===== src/rtl/lsu_mem_ctrl_pkg.sv =====
// Shared types and helpers for the load/store sequencer: FSM states, func3 encodings,
// the DM command payload and byte-lane shift helpers.
package lsu_mem_ctrl_pkg;

    localparam int unsigned XLEN   = 32;
    localparam int unsigned NLANES = XLEN / 8;

    localparam logic [2:0] F3_B  = 3'b000;
    localparam logic [2:0] F3_H  = 3'b001;
    localparam logic [2:0] F3_W  = 3'b010;
    localparam logic [2:0] F3_BU = 3'b100;
    localparam logic [2:0] F3_HU = 3'b101;

    typedef enum logic [1:0] {
        ST_IDLE   = 2'd0,
        ST_ACCESS = 2'd1,
        ST_DONE   = 2'd2
    } lsu_state_e;

    typedef struct packed {
        logic [XLEN-1:0]   addr;
        logic [NLANES-1:0] web;
        logic [XLEN-1:0]   wdata;
    } dm_cmd_t;

    // Byte offset k lives in lane 3-k: shift of 8*(3-k) bits.
    function automatic logic [4:0] byte_shift(input logic [1:0] k);
        return {~k, 3'b000};
    endfunction

    // Halfword at offset k occupies lanes 3-k and 2-k: shift of 8*(2-k) bits.
    function automatic logic [4:0] half_shift(input logic [1:0] k);
        return {2'(2'd2 - k), 3'b000};
    endfunction

endpackage


===== src/rtl/lsu_mem_ctrl_lane_align.sv =====
// Combinational lane logic: store byte enables and data placement, access legality,
// and extraction plus sign/zero extension of load data.
module lsu_mem_ctrl_lane_align
    import lsu_mem_ctrl_pkg::*;
(
    input  logic              is_store,
    input  logic [2:0]        func3,
    input  logic [1:0]        offset,
    input  logic [XLEN-1:0]   rs2_data,
    input  logic [2:0]        ld_func3,
    input  logic [1:0]        ld_offset,
    input  logic [XLEN-1:0]   rdata,
    output logic [NLANES-1:0] web_c,
    output logic [XLEN-1:0]   wdata_c,
    output logic              misalign_c,
    output logic [XLEN-1:0]   load_data_c
);

    logic [7:0]  ld_byte;
    logic [15:0] ld_half;

    // Store lane placement and legality of the decoded access.
    always_comb begin
        web_c      = '0;
        wdata_c    = '0;
        misalign_c = 1'b0;
        case (func3)
            F3_B: begin
                web_c   = 4'b1000 >> offset;
                wdata_c = {24'd0, rs2_data[7:0]} << byte_shift(offset);
            end
            F3_H: begin
                misalign_c = (offset == 2'd3);
                web_c      = 4'b1100 >> offset;
                wdata_c    = {16'd0, rs2_data[15:0]} << half_shift(offset);
            end
            F3_W: begin
                misalign_c = (offset != 2'd0);
                web_c      = 4'b1111;
                wdata_c    = rs2_data;
            end
            // Unsigned variants exist only for loads.
            F3_BU:   misalign_c = is_store;
            F3_HU:   misalign_c = is_store | (offset == 2'd3);
            default: misalign_c = 1'b1;
        endcase
        if (!is_store) begin
            web_c   = '0;
            wdata_c = '0;
        end
    end

    // Load extraction uses the func3/offset latched at issue.
    always_comb begin
        ld_byte     = 8'(rdata >> byte_shift(ld_offset));
        ld_half     = 16'(rdata >> half_shift(ld_offset));
        load_data_c = '0;
        case (ld_func3)
            F3_B:    load_data_c = {{24{ld_byte[7]}}, ld_byte};
            F3_H:    load_data_c = {{16{ld_half[15]}}, ld_half};
            F3_W:    load_data_c = rdata;
            F3_BU:   load_data_c = {24'd0, ld_byte};
            F3_HU:   load_data_c = {16'd0, ld_half};
            default: load_data_c = '0;
        endcase
    end

endmodule


===== src/rtl/lsu_mem_ctrl.sv =====
// Load/store sequencer between the decoded datapath and data memory: req/ready handshake,
// byte enables, load alignment, pipeline stall and access timeout.
module lsu_mem_ctrl
    import lsu_mem_ctrl_pkg::*;
#(
    parameter int unsigned TIMEOUT_CYC = 64,
    parameter int unsigned CNT_W       = 7
) (
    input  logic              clk,
    input  logic              rst,
    input  logic              mem_read,
    input  logic              mem_write,
    input  logic [2:0]        func3,
    input  logic [XLEN-1:0]   addr,
    input  logic [XLEN-1:0]   rs2_data,
    output logic              dm_req,
    input  logic              dm_ready,
    output logic [XLEN-1:0]   dm_addr,
    output logic [NLANES-1:0] dm_web,
    output logic [XLEN-1:0]   dm_wdata,
    input  logic [XLEN-1:0]   dm_rdata,
    output logic              stall,
    output logic [XLEN-1:0]   load_data,
    output logic              load_valid,
    output logic              misalign,
    output logic              timeout_err
);

    lsu_state_e        state_q, state_d;
    logic [CNT_W-1:0]  cnt_q, cnt_d;
    dm_cmd_t           cmd_q, cmd_d;
    logic [2:0]        ld_func3_q, ld_func3_d;
    logic [1:0]        ld_offset_q, ld_offset_d;
    logic              is_load_q, is_load_d;
    logic [XLEN-1:0]   load_data_q, load_data_d;
    logic              load_valid_q, load_valid_d;
    logic              misalign_q, misalign_d;
    logic              timeout_q, timeout_d;

    logic              req_c;
    logic [NLANES-1:0] web_c;
    logic [XLEN-1:0]   wdata_c;
    logic              misalign_c;
    logic [XLEN-1:0]   ext_c;

    assign req_c = mem_read | mem_write;

    lsu_mem_ctrl_lane_align u_align (
        .is_store    (mem_write),
        .func3       (func3),
        .offset      (addr[1:0]),
        .rs2_data    (rs2_data),
        .ld_func3    (ld_func3_q),
        .ld_offset   (ld_offset_q),
        .rdata       (dm_rdata),
        .web_c       (web_c),
        .wdata_c     (wdata_c),
        .misalign_c  (misalign_c),
        .load_data_c (ext_c)
    );

    // Next-state and next-output logic.
    always_comb begin
        state_d      = state_q;
        cnt_d        = cnt_q;
        cmd_d        = cmd_q;
        ld_func3_d   = ld_func3_q;
        ld_offset_d  = ld_offset_q;
        is_load_d    = is_load_q;
        load_data_d  = load_data_q;
        load_valid_d = 1'b0;
        misalign_d   = 1'b0;
        timeout_d    = timeout_q;
        case (state_q)
            ST_IDLE: begin
                if (req_c) begin
                    // A simultaneous read and write is handled as a store.
                    is_load_d = ~mem_write;
                    if (misalign_c) begin
                        state_d      = ST_DONE;
                        misalign_d   = 1'b1;
                        load_valid_d = ~mem_write;
                        load_data_d  = '0;
                    end else begin
                        state_d     = ST_ACCESS;
                        cnt_d       = '0;
                        cmd_d.addr  = {addr[XLEN-1:2], 2'b00};
                        cmd_d.web   = web_c;
                        cmd_d.wdata = wdata_c;
                        ld_func3_d  = func3;
                        ld_offset_d = addr[1:0];
                    end
                end
            end
            ST_ACCESS: begin
                if (dm_ready) begin
                    state_d = ST_DONE;
                    cnt_d   = '0;
                    if (is_load_q) begin
                        load_data_d  = ext_c;
                        load_valid_d = 1'b1;
                    end
                end else if (cnt_q == CNT_W'(TIMEOUT_CYC - 1)) begin
                    state_d      = ST_DONE;
                    cnt_d        = '0;
                    timeout_d    = 1'b1;
                    load_data_d  = '0;
                    load_valid_d = is_load_q;
                end else begin
                    cnt_d = cnt_q + CNT_W'(1);
                end
            end
            ST_DONE: begin
                // The same instruction is still decoded here; do not re-issue it.
                state_d = ST_IDLE;
                cnt_d   = '0;
            end
            default: state_d = ST_IDLE;
        endcase
    end

    // State and output registers.
    always_ff @(posedge clk or negedge rst) begin
        if (!rst) begin
            state_q      <= ST_IDLE;
            cnt_q        <= '0;
            cmd_q        <= '0;
            ld_func3_q   <= '0;
            ld_offset_q  <= '0;
            is_load_q    <= 1'b0;
            load_data_q  <= '0;
            load_valid_q <= 1'b0;
            misalign_q   <= 1'b0;
            timeout_q    <= 1'b0;
        end else begin
            state_q      <= state_d;
            cnt_q        <= cnt_d;
            cmd_q        <= cmd_d;
            ld_func3_q   <= ld_func3_d;
            ld_offset_q  <= ld_offset_d;
            is_load_q    <= is_load_d;
            load_data_q  <= load_data_d;
            load_valid_q <= load_valid_d;
            misalign_q   <= misalign_d;
            timeout_q    <= timeout_d;
        end
    end

    assign dm_req      = (state_q == ST_ACCESS);
    assign dm_addr     = cmd_q.addr;
    assign dm_web      = cmd_q.web;
    assign dm_wdata    = cmd_q.wdata;
    assign load_data   = load_data_q;
    assign load_valid  = load_valid_q;
    assign misalign    = misalign_q;
    assign timeout_err = timeout_q;

    // Stall must rise in the issue cycle itself so the PC holds; forced low under reset.
    assign stall = rst & ((state_q == ST_ACCESS) | ((state_q == ST_IDLE) & req_c));

endmodule

===== config.mk =====
export PLATFORM = sky130hd
export DESIGN_NAME = lsu_mem_ctrl
export DESIGN_NICKNAME = d
export VERILOG_FILES = /design/src/rtl/lsu_mem_ctrl_pkg.sv /design/src/rtl/lsu_mem_ctrl_lane_align.sv /design/src/rtl/lsu_mem_ctrl.sv
export SDC_FILE = /design/constraint.sdc
export NUM_CORES = 1
export LEC_CHECK = 0
export CORE_AREA = 8 8 159 116
export CTS_CLUSTER_SIZE = 24
export DETAILED_ROUTE_END_ITERATION = 10
export DIE_AREA = 0 0 167 124
export DONT_BUFFER_PORTS = 1
export PLACE_DENSITY = 0.62
export SLEW_MARGIN = 30
export SYNTH_ARGS = -nofsm -noshare
export SYNTH_HDL_FRONTEND = slang
export SYNTH_SLANG_ARGS = --single-unit
export TNS_END_PERCENT = 1

===== constraint.sdc =====
create_clock -name clk -period 1.85 [get_ports clk]
set_input_delay 0.185 -clock clk [delete_from_list [all_inputs] [get_ports clk]]
set_output_delay 0.185 -clock clk [all_outputs]
set_load 0.005 [all_outputs]

==> results.yml, run 1 <==
timing:
  fin_hold_ws_ps: -543.9
  hold_viol: 116
  max_slew_margin: 0.5301
  rsz0062_at_grt: "true"
  setup_ws_ps: 64.84
  period_minus_slack_ps: 1785
  timing.final.crit_share: 0.9649
  setup_viol: 0
  tightest_slew_ps: 702.2
  slew_violations: 0
  fin_skew_ps: 8.446
  max_freq_mhz: 560.2
cells_and_area:
  fillCellCount: 1335
  nets: 733
  diodes: 0
  area.growth.synth_to_final_pct: 28.33
  final_cell_count_no_fill: 843
  drive_gt1_frac: 0.1803
  fin_area_um2: 7996
worst_setup_path:
  worstSetupStartpointType: "flop"
  crit_path_end_kind: "flop"
  reg2reg_depth: 6
  r2r_end: "load_data[9]$_DFFE_PN0P_"
  cp.arrival_ps: 2080
  rr_startpoint: "cnt_q[0]$_DFFE_PN0P_"
  cp_slowest_cell: "a221o_1"
  path_max_fanout: 16
  critical_path_class: "reg -> reg"
  worstPathRequired_ps: 2140
  regToRegSetupSlack_ps: 60
  path_cells: "ha_1 > and4_1 > a21oi_4 > a2bb2oi_2 > buf_12 > a221o_1"
  crit_path_max_incr_delay_ps: 360
  critPathLaunch: "cnt_q[0]$_DFFE_PN0P_"
run_status:
  status: "finished with violations"
  violations: "negative hold slack"
global_route:
  grt_pass1_vias: 5201
  grt_max_degree: 118
  grt-ovfl-total: 0
  grt_pass1_wl_um: 30990
  track_usage: 0.1946
  antenna_found_initial: 1
placement:
  routabilityCongestion: 0.8385
  placed_cells: 737
  hpwl_um: 14020
  post_dp_cell_area_um2: 6640
  portBuffers: 0
  place_ws_ps: -58.07
floorplan:
  core_um2: 15960
  die_width_um: 167
  pin_count: 209
  die_area_um2: 20710
  initial_core_util: 0.3905
  die_y_um: 124
  rows: 39
detailed_routing:
  routed_wl_um: 20360
  vias_per_cell: 6.063
  firstDrtPassIters: 6
  wl_per_cell_um: 24.15
  remaining_drc_errors: 0
  dr_total_vias: 5111
  drt-initial-drc-count: 527
  ant_nets: 0
pwr:
  peakVddDrop_mv: 0.6038
  pwr_density_cell_nw_per_um2: 1291
  leakagePower_nw: 3.487
  finalPower_mw: 10.33
clock_network:
  numClockSinks: 116
  path_clk_slew_ps: 60
  worstSkewPairLatency_ps: 420
  hold_buffers: 74
  cts_tree: "yes"
  cts_buffer_depth: 2
  cts_max_level: 4
  ctsRootBufferMaster: "clkbuf_16"
  cts_inserted_buffers: 17
logic_synthesis:
  synth.distinct_cells: 70
  synthArstFlopShare: 1.000
  synth.avg_cell_area_um2: 11.62
  syn_area_um2: 6231
  synthCells: 536
  ys_ff_latch: 116
  ys_seq_area_frac: 0.4659
  synth_edf_count: 0
  ys.flop_type: "dfrtp_1"
  yosys_warnings: 0
job:
  maxCapViolations: 0
hold_path:
  hold_path_class: "in -> async"
[cell usage in the layout (no fill, tap or decap), types with 8 or more instances in the layout]
cell type      count
a21oi_1           20
a221oi_1          13
a22o_1            37
a22oi_1            8
buf_4             28
clkbuf_16         17
dfrtp_1          115
dlygate4sd3_1     74
mux2_1            45
mux2_4            14
mux2i_1           13
nand2_1           23
nand2b_1          15
nand3_1           11
nor2_1            20
o2bb2ai_1         28
[power by group]
group          switching, mW  internal, mW
Sequential             0.661          3.19
Combinational           1.68          1.69
Clock                   1.23          1.88
Total                   3.57          6.76
[stage by stage]
stage                 util  setup TNS, ps
global route        0.5011         -13.75
floorplan                -         -123.1
global placement    0.4161         -57.15
finish              0.5011              0
CTS                 0.4975         -13.31
detailed placement  0.4161         -287.9
[layer usage]
metal,part of all wire,up-vias,GRT usage,wire (µm)
li1,-,2257,-,-
met1,0.43,2519,0.2525,8684
met2,0.45,283,0.2827,9177
met3,0.096,50,0.07916,1955
met4,0.026,2,0.08637,530
met5,0.00049,-,0,10
[cells by family (layout without fill, tap and decap cells)]
logic type | after synthesis | count (layout) | synth area share
buffers and inverters | 49 | 150 | 0.04438
AO/OA/AOI/OAI | 173 | 173 | 0.2345
AND/OR/NAND/NOR | 118 | 118 | 0.1102
other | 1 | 2 | 0.0006018
adder cells (fa/ha/maj) | 3 | 3 | 0.006025
flip-flops | 116 | 116 | 0.4659
multiplexers | 76 | 76 | 0.1384
[state kept, by name, summed over array words and instances (netlist names)]
register     count
dm_addr         30
state_q          2
ld_offset_q      2
load_valid       1
load_data       32
timeout_err      1
ld_func3_q       3
is_load_q        1
misalign         1
dm_wdata        32
dm_web           4
cnt_q            7
[cell usage after synthesis (10+ instances only)]
cell type | count | area [µm²]
clkbuf_1 | 10 | 37.54
a22o_1 | 37 | 324.1
mux2_1 | 59 | 664.4
mux2i_1 | 13 | 130.1
buf_2 | 14 | 70.07
nand3_1 | 11 | 55.05
a221oi_1 | 13 | 113.9
dfrtp_1 | 116 | 2903
nand2b_1 | 16 | 100.1
a21oi_1 | 20 | 100.1
nor2_1 | 20 | 75.07
nand2_1 | 23 | 86.33
o2bb2ai_1 | 28 | 245.2
[worst max-delay path: cells and delay by family (launching register included)]
kind                       cells  cell delay [ps]
AOI/OAI and AO/OA              3              650
DFF                            1              350
and+or+nand+nor                1              280
adders and majority gates      1              200
buffers and inverters          1              160
[timing repair]
action	in CTS	in global routing
pin swaps	1	1
gates resized for setup	3	7
buffers inserted	0	1
endpoints found under the setup margin	21	52
hold endpoints to repair	193	116
[worst max-delay path by stage]
stage | to | slack (ps)
6_report | load_data[9]$_DFFE_PN0P_ | 60
5_1_grt | load_data[9]$_DFFE_PN0P_ | -8
4_1_cts | load_data[21]$_DFFE_PN0P_ | -7
3_5_place_dp | load_data[0]$_DFFE_PN0P_ | -60
3_3_place_gp | load_data[0]$_DFFE_PN0P_ | -40
2_1_floorplan | dm_addr[24]$_DFFE_PN0P_ | -6
[cell type report]
class,count,area [µm²],area share
multi-input combinational,372,3178,0.3974
sequential,116,2904,0.3632
timing repair buffer,108,1062,0.1328
clock buffer,20,446.7,0.05586
tap,205,256.5,0.03208
clock inverter,11,105.1,0.01314
inverter,11,43.79,0.005476
(Power assumes the default switching activity.)
==> inputs of run 2 (changes only) <==
--- a/config.mk
+++ b/config.mk
@@ -5,14 +5,14 @@
 export SDC_FILE = /design/constraint.sdc
 export NUM_CORES = 1
 export LEC_CHECK = 0
-export CORE_AREA = 8 8 159 116
+export ABC_AREA = 1
+export CORE_AREA = 8 8 165 121
 export CTS_CLUSTER_SIZE = 24
 export DETAILED_ROUTE_END_ITERATION = 10
-export DIE_AREA = 0 0 167 124
+export DIE_AREA = 0 0 173 129
 export DONT_BUFFER_PORTS = 1
 export PLACE_DENSITY = 0.62
 export SLEW_MARGIN = 30
 export SYNTH_ARGS = -nofsm -noshare
 export SYNTH_HDL_FRONTEND = slang
 export SYNTH_SLANG_ARGS = --single-unit
-export TNS_END_PERCENT = 1
==> constraint.sdc (replaced) <==
create_clock -name clk -period 1.55 [get_ports clk]
set_input_delay 0.155 -clock clk [delete_from_list [all_inputs] [get_ports clk]]
set_output_delay 0.155 -clock clk [all_outputs]
set_load 0.005 [all_outputs]
==> results.yml, run 2 <==
worst_setup_path:
  crit_path_max_incr_delay_ps: 350
  regToRegSetupSlack_ps: -80
  path_cells: "ha_2 > inv_2 > nor2_4 > nand2_2 > nand2_2 > nand3_4 > nor2_4 > clkbuf_16 > nand3_2 > nand2_1"
  critPathLaunch: "cnt_q[1]$_DFFE_PN0P_"
  critical_path_class: "reg -> reg"
  path_max_fanout: 6
  critPathBufInv: 2
  cp_slowest_cell: "dfrtp_1"
  r2r_end: "load_data[30]$_DFFE_PN0P_"
  crit_path_end_kind: "flop"
  reg2reg_depth: 10
  cp_top_family: "simple AND/OR/NAND/NOR gates"
  worstSetupStartpointType: "flop"
  crit_cells: 10
  worstPathRequired_ps: 1910
  rr_startpoint: "cnt_q[1]$_DFFE_PN0P_"
  cp.arrival_ps: 1990
cells_and_area:
  drive_gt1_frac: 0.1228
  regArea_um2: 2904
  multiInputGateArea_um2: 3566
  final_common_cell: "nand2_1"
  final_cell_count_no_fill: 1360
  nets: 1219
  area.growth.synth_to_final_pct: 30.44
  fillCellCount: 1731
  mostFrequentLayoutCells: "nand2_1, nand3_1, dfrtp_1"
  diodes: 0
timing:
  timing.final.crit_share: 1.049
  fin_skew_ps: 10.03
  max_freq_mhz: 614.9
  setup_viol: 32
  tightest_slew_ps: 502.2
  rsz0062_at_grt: "true"
  hold_viol: 116
  period_minus_slack_ps: 1626
  setup_ws_ps: -76.20
  slew_violations: 0
  max_slew_margin: 0.6641
  setup_tns_ps: -1109
  fin_hold_ws_ps: -573.1
logic_synthesis:
  ys_ff_latch: 116
  synth_edf_count: 0
  syn_area_um2: 6794
  synth.distinct_cells: 33
  yosys_warnings: 0
  synthCells: 1021
  synth.avg_cell_area_um2: 6.654
  ys_top_cells_by_count: "nand2_1, nand3_1, dfrtp_1, o21ai_0, inv_1"
  synthArstFlopShare: 1.000
  synth_most_common_cell: "nand2_1"
  ys_seq_area_frac: 0.4273
  synth_top_cell_by_area: "dfrtp_1"
  synthTopCellsByArea: "dfrtp_1, nand2_1, nand3_1"
  ys.flop_type: "dfrtp_1"
  synth_top_cell_area_share: 0.4273
clock_network:
  worstSkewPairLatency_ps: 420
  cts_max_level: 4
  hold_buffers: 68
  numClockSinks: 116
  cts_tree: "yes"
  ctsRootBufferMaster: "clkbuf_16"
  cts_inserted_buffers: 17
  cts_buffer_depth: 2
  path_clk_slew_ps: 60
detailed_routing:
  ant_nets: 0
  firstDrtPassIters: 8
  vias_per_cell: 5.140
  routed_wl_um: 24270
  dr_total_vias: 6990
  wl_per_cell_um: 17.85
  drt-initial-drc-count: 880
  remaining_drc_errors: 0
job:
  maxCapViolations: 0
floorplan:
  die_width_um: 173
  die_y_um: 129
  initial_core_util: 0.3895
  core_um2: 17440
  pin_count: 209
  rows: 41
  die_area_um2: 22320
placement:
  hpwl_um: 16240
  placed_cells: 1251
  routabilityCongestion: 0.9270
  portBuffers: 0
pwr:
  leakagePower_nw: 4.775
  peakVddDrop_mv: 0.7076
  pwr_density_cell_nw_per_um2: 1650
global_route:
  grt_pass1_vias: 6425
  antenna_found_initial: 0
  grt_max_degree: 118
  grt_pass1_wl_um: 37050
  track_usage: 0.2091
  grt-ovfl-total: 0
run_status:
  violations: "negative hold slack, negative setup slack"
  status: "finished with violations"
hold_path:
  hold_path_class: "in -> async"
run 2: worst max path at each step:
stage,end
final,load_data[30]$_DFFE_PN0P_
after CTS,load_data[1]$_DFFE_PN0P_
after global placement,load_data[10]$_DFFE_PN0P_
after detailed placement,load_data[9]$_DFFE_PN0P_
after floorplan,dm_addr[10]$_DFFE_PN0P_
after global routing,load_data[30]$_DFFE_PN0P_
run 2: per-stage QoR:
stage | setup slack, ps | total power, mW | util | cell area (µm²)
6_report | -76.20 | 14.62 | 0.5081 | 8862
5_1_grt | -161.3 | 15.60 | 0.5081 | 8862
4_1_cts | 16.83 | 14.09 | 0.4948 | 8631
3_5_place_dp | -45.02 | 9.955 | 0.4209 | 7342
3_3_place_gp | 23.91 | 9.958 | 0.4209 | 7342
2_1_floorplan | -11.87 | 7.971 | - | 6859
run 2: cell type report:
cell class              instances  share of cell area
inverters                      47             0.02019
well taps                     236             0.03332
flip-flops and latches        116              0.3277
clock inverters                13             0.01525
multi-input cells             800              0.4024
clock buffers                  18             0.04843
repair buffers                130              0.1528
run 2: cell families after synthesis:
| kind of cell | count (synthesis) | share of synthesized area |
|---|---|---|
| adders and majority gates | 3 | 0.005525 |
| AOI/OAI and AO/OA | 67 | 0.05415 |
| and+or+nand+nor | 728 | 0.4407 |
| other | 1 | 0.0005520 |
| buffers and inverters | 106 | 0.07182 |
| DFF | 116 | 0.4273 |
run 2: metal layers:
layer,share of wire,global-route usage,wire [µm],vias to the layer above
met5,0,0,0,-
met4,0.018,0.06572,425,0
met3,0.13,0.09423,3081,34
met2,0.41,0.2846,10050,361
met1,0.44,0.2891,10710,3173
li1,-,-,-,3422
run 2: what timing repair did:
item	CTS	global route
endpoints found under the setup margin	33	100
buffers inserted	1	5
endpoints found under the hold margin	181	116
pin swaps	0	7
gates cloned	0	4
gates resized for setup	12	32
run 2: power by group:
part           internal, mW  leakage (nW)  total [mW]  switching, mW
Sequential             3.84          1.55        4.60          0.761
Clock                  2.35         0.264        3.80           1.46
Combinational          2.43          2.96        6.22           3.79
==> inputs of run 3 (changes only) <==
--- a/config.mk
+++ b/config.mk
@@ -6,10 +6,10 @@
 export NUM_CORES = 1
 export LEC_CHECK = 0
 export ABC_AREA = 1
-export CORE_AREA = 8 8 165 121
+export CORE_AREA = 5 5 162 118
 export CTS_CLUSTER_SIZE = 24
 export DETAILED_ROUTE_END_ITERATION = 10
-export DIE_AREA = 0 0 173 129
+export DIE_AREA = 0 0 167 123
 export DONT_BUFFER_PORTS = 1
 export PLACE_DENSITY = 0.62
 export SLEW_MARGIN = 30
==> results.yml, run 3 (synthesized netlist as in run 2, its figures left out) <==
detailed_routing:
  dr_total_vias: 7107
  ant_nets: 0
  firstDrtPassIters: 6
  vias_per_cell: 5.191
  wl_met1_um: 10890
  wl_per_cell_um: 17.78
  routed_wl_um: 24340
  drt-initial-drc-count: 742
  remaining_drc_errors: 0
  top_layer_used: "met4"
  wl_met2_um: 10230
  wl_met3_um: 2906
worst_setup_path:
  reg2reg_depth: 10
  cp.arrival_ps: 1860
  critical_path_class: "reg -> reg"
  rr_startpoint: "cnt_q[0]$_DFFE_PN0P_"
  worstSetupStartpointType: "flop"
  r2r_end: "load_data[26]$_DFFE_PN0P_"
  regToRegSetupSlack_ps: -10
  crit_path_end_kind: "flop"
  critPathLaunch: "cnt_q[0]$_DFFE_PN0P_"
  worstPathRequired_ps: 1850
  path_max_fanout: 9
cells_and_area:
  mostFrequentLayoutCells: "nand2_1, nand3_1, dfrtp_1"
  fin_area_um2: 9166
  drive_gt1_frac: 0.1483
  final_cell_count_no_fill: 1369
  area.growth.synth_to_final_pct: 34.92
  regArea_um2: 2904
  diodes: 0
  fillCellCount: 1710
  multiInputGateArea_um2: 3646
  final_common_cell: "nand2_1"
  nets: 1227
placement:
  placed_cells: 1257
  portBuffers: 0
  hpwl_um: 15990
  post_dp_cell_area_um2: 7400
  place_ws_ps: -41.71
  routabilityCongestion: 0.9127
timing:
  setup_tns_ps: -22.27
  period_minus_slack_ps: 1560
  max_slew_margin: 0.6429
  fin_hold_ws_ps: -569.4
  max_freq_mhz: 641.1
  setup_viol: 5
  fin_skew_ps: 12.63
  timing.final.crit_share: 1.006
  hold_viol: 116
  tightest_slew_ps: 534.0
  setup_ws_ps: -9.817
  rsz0062_at_grt: "true"
  slew_violations: 0
hold_path:
  hold_path_class: "in -> async"
pwr:
  leakagePower_nw: 4.897
  pwr_density_cell_nw_per_um2: 1731
  peakVddDrop_mv: 0.7437
  finalPower_mw: 15.86
run_status:
  status: "finished with violations"
  violations: "negative hold slack, negative setup slack"
floorplan:
  die_y_um: 123
  pin_count: 209
  initial_core_util: 0.3884
  die_width_um: 167
  rows: 41
  die_area_um2: 20540
  core_um2: 17490
clock_network:
  hold_buffers: 64
  worstSkewPairLatency_ps: 410
  cts_buffer_depth: 2
  ctsRootBufferMaster: "clkbuf_16"
  cts_tree: "yes"
  numClockSinks: 116
  path_clk_slew_ps: 60
  cts_inserted_buffers: 17
  cts_max_level: 4
global_route:
  antenna_found_initial: 0
  grt_pass1_vias: 6648
  grt_pass1_wl_um: 37560
  grt-ovfl-total: 0
  track_usage: 0.2301
  grt_max_degree: 118
job:
  maxCapViolations: 0
## run 3: changes by cell type in the layout (fill, tap and decap cells not counted), moves of 4 or more
cell,previous run,this run
nand3_2,12,18
o21ai_0,39,19
o21ai_2,2,10
nand3_1,137,130
dlygate4sd3_1,68,64
o21ai_1,12,24
buf_4,42,50
## run 3: cell type report
type | count | share of cell area
clock buffer | 20 | 0.05091
clock inverter | 12 | 0.01911
inverter | 47 | 0.01979
multi-input combinational | 800 | 0.3978
sequential | 116 | 0.3168
tap | 236 | 0.03221
timing repair buffer | 138 | 0.1634
## run 3: power breakdown
group / total [mW] / internal (mW) / switching, mW
Sequential: 4.59 / 3.84 / 0.748
Clock: 4.29 / 2.82 / 1.47
Combinational: 6.98 / 2.82 / 4.16
Total: 15.9 / 9.49 / 6.38
## run 3: how the worst max path moves through the flow
stage | to | slack [ps] | depth (start not counted)
floorplan | dm_addr[10]$_DFFE_PN0P_ | -10 | 15
global placement | dm_wdata[22]$_DFFE_PN0P_ | -7 | 10
detailed placement | load_data[21]$_DFFE_PN0P_ | -40 | 10
CTS | load_data[25]$_DFFE_PN0P_ | -30 | 10
global route | load_data[24]$_DFFE_PN0P_ | -120 | 10
finish | load_data[26]$_DFFE_PN0P_ | -10 | 10
## run 3: what timing repair did
item | in CTS | in global routing
pin swaps | 8 | 8
gates resized for setup | 58 | 32
gates cloned | 3 | 3
hold endpoints to repair | 178 | 116
setup endpoints to repair | 33 | 104
buffers inserted | 7 | 5
## run 3: metal layers
layer | track usage | vias up
met1 | 0.3289 | 3292
met2 | 0.3220 | 340
met5 | 0 | -
met3 | 0.09588 | 29
met4 | 0.05723 | 0
li1 | - | 3446
## run 3: stage by stage
step | hold slack (ps) | util
2_1_floorplan | -140.6 | -
3_3_place_gp | -135.7 | 0.4230
3_5_place_dp | -135.2 | 0.4230
4_1_cts | -579.8 | 0.5106
5_1_grt | -590.5 | 0.5240
6_report | -569.4 | 0.5240
## run 3: worst max-delay path, cell delays in order, from the launching register on
cell and delay [ps]:
dfrtp_1 360, ha_2 200, inv_2 50, nor2_4 80
nand2_2 60, nand2_2 90, nand3_4 90, buf_8 160
clkbuf_16 170, o21ai_2 120, nand2_1 70
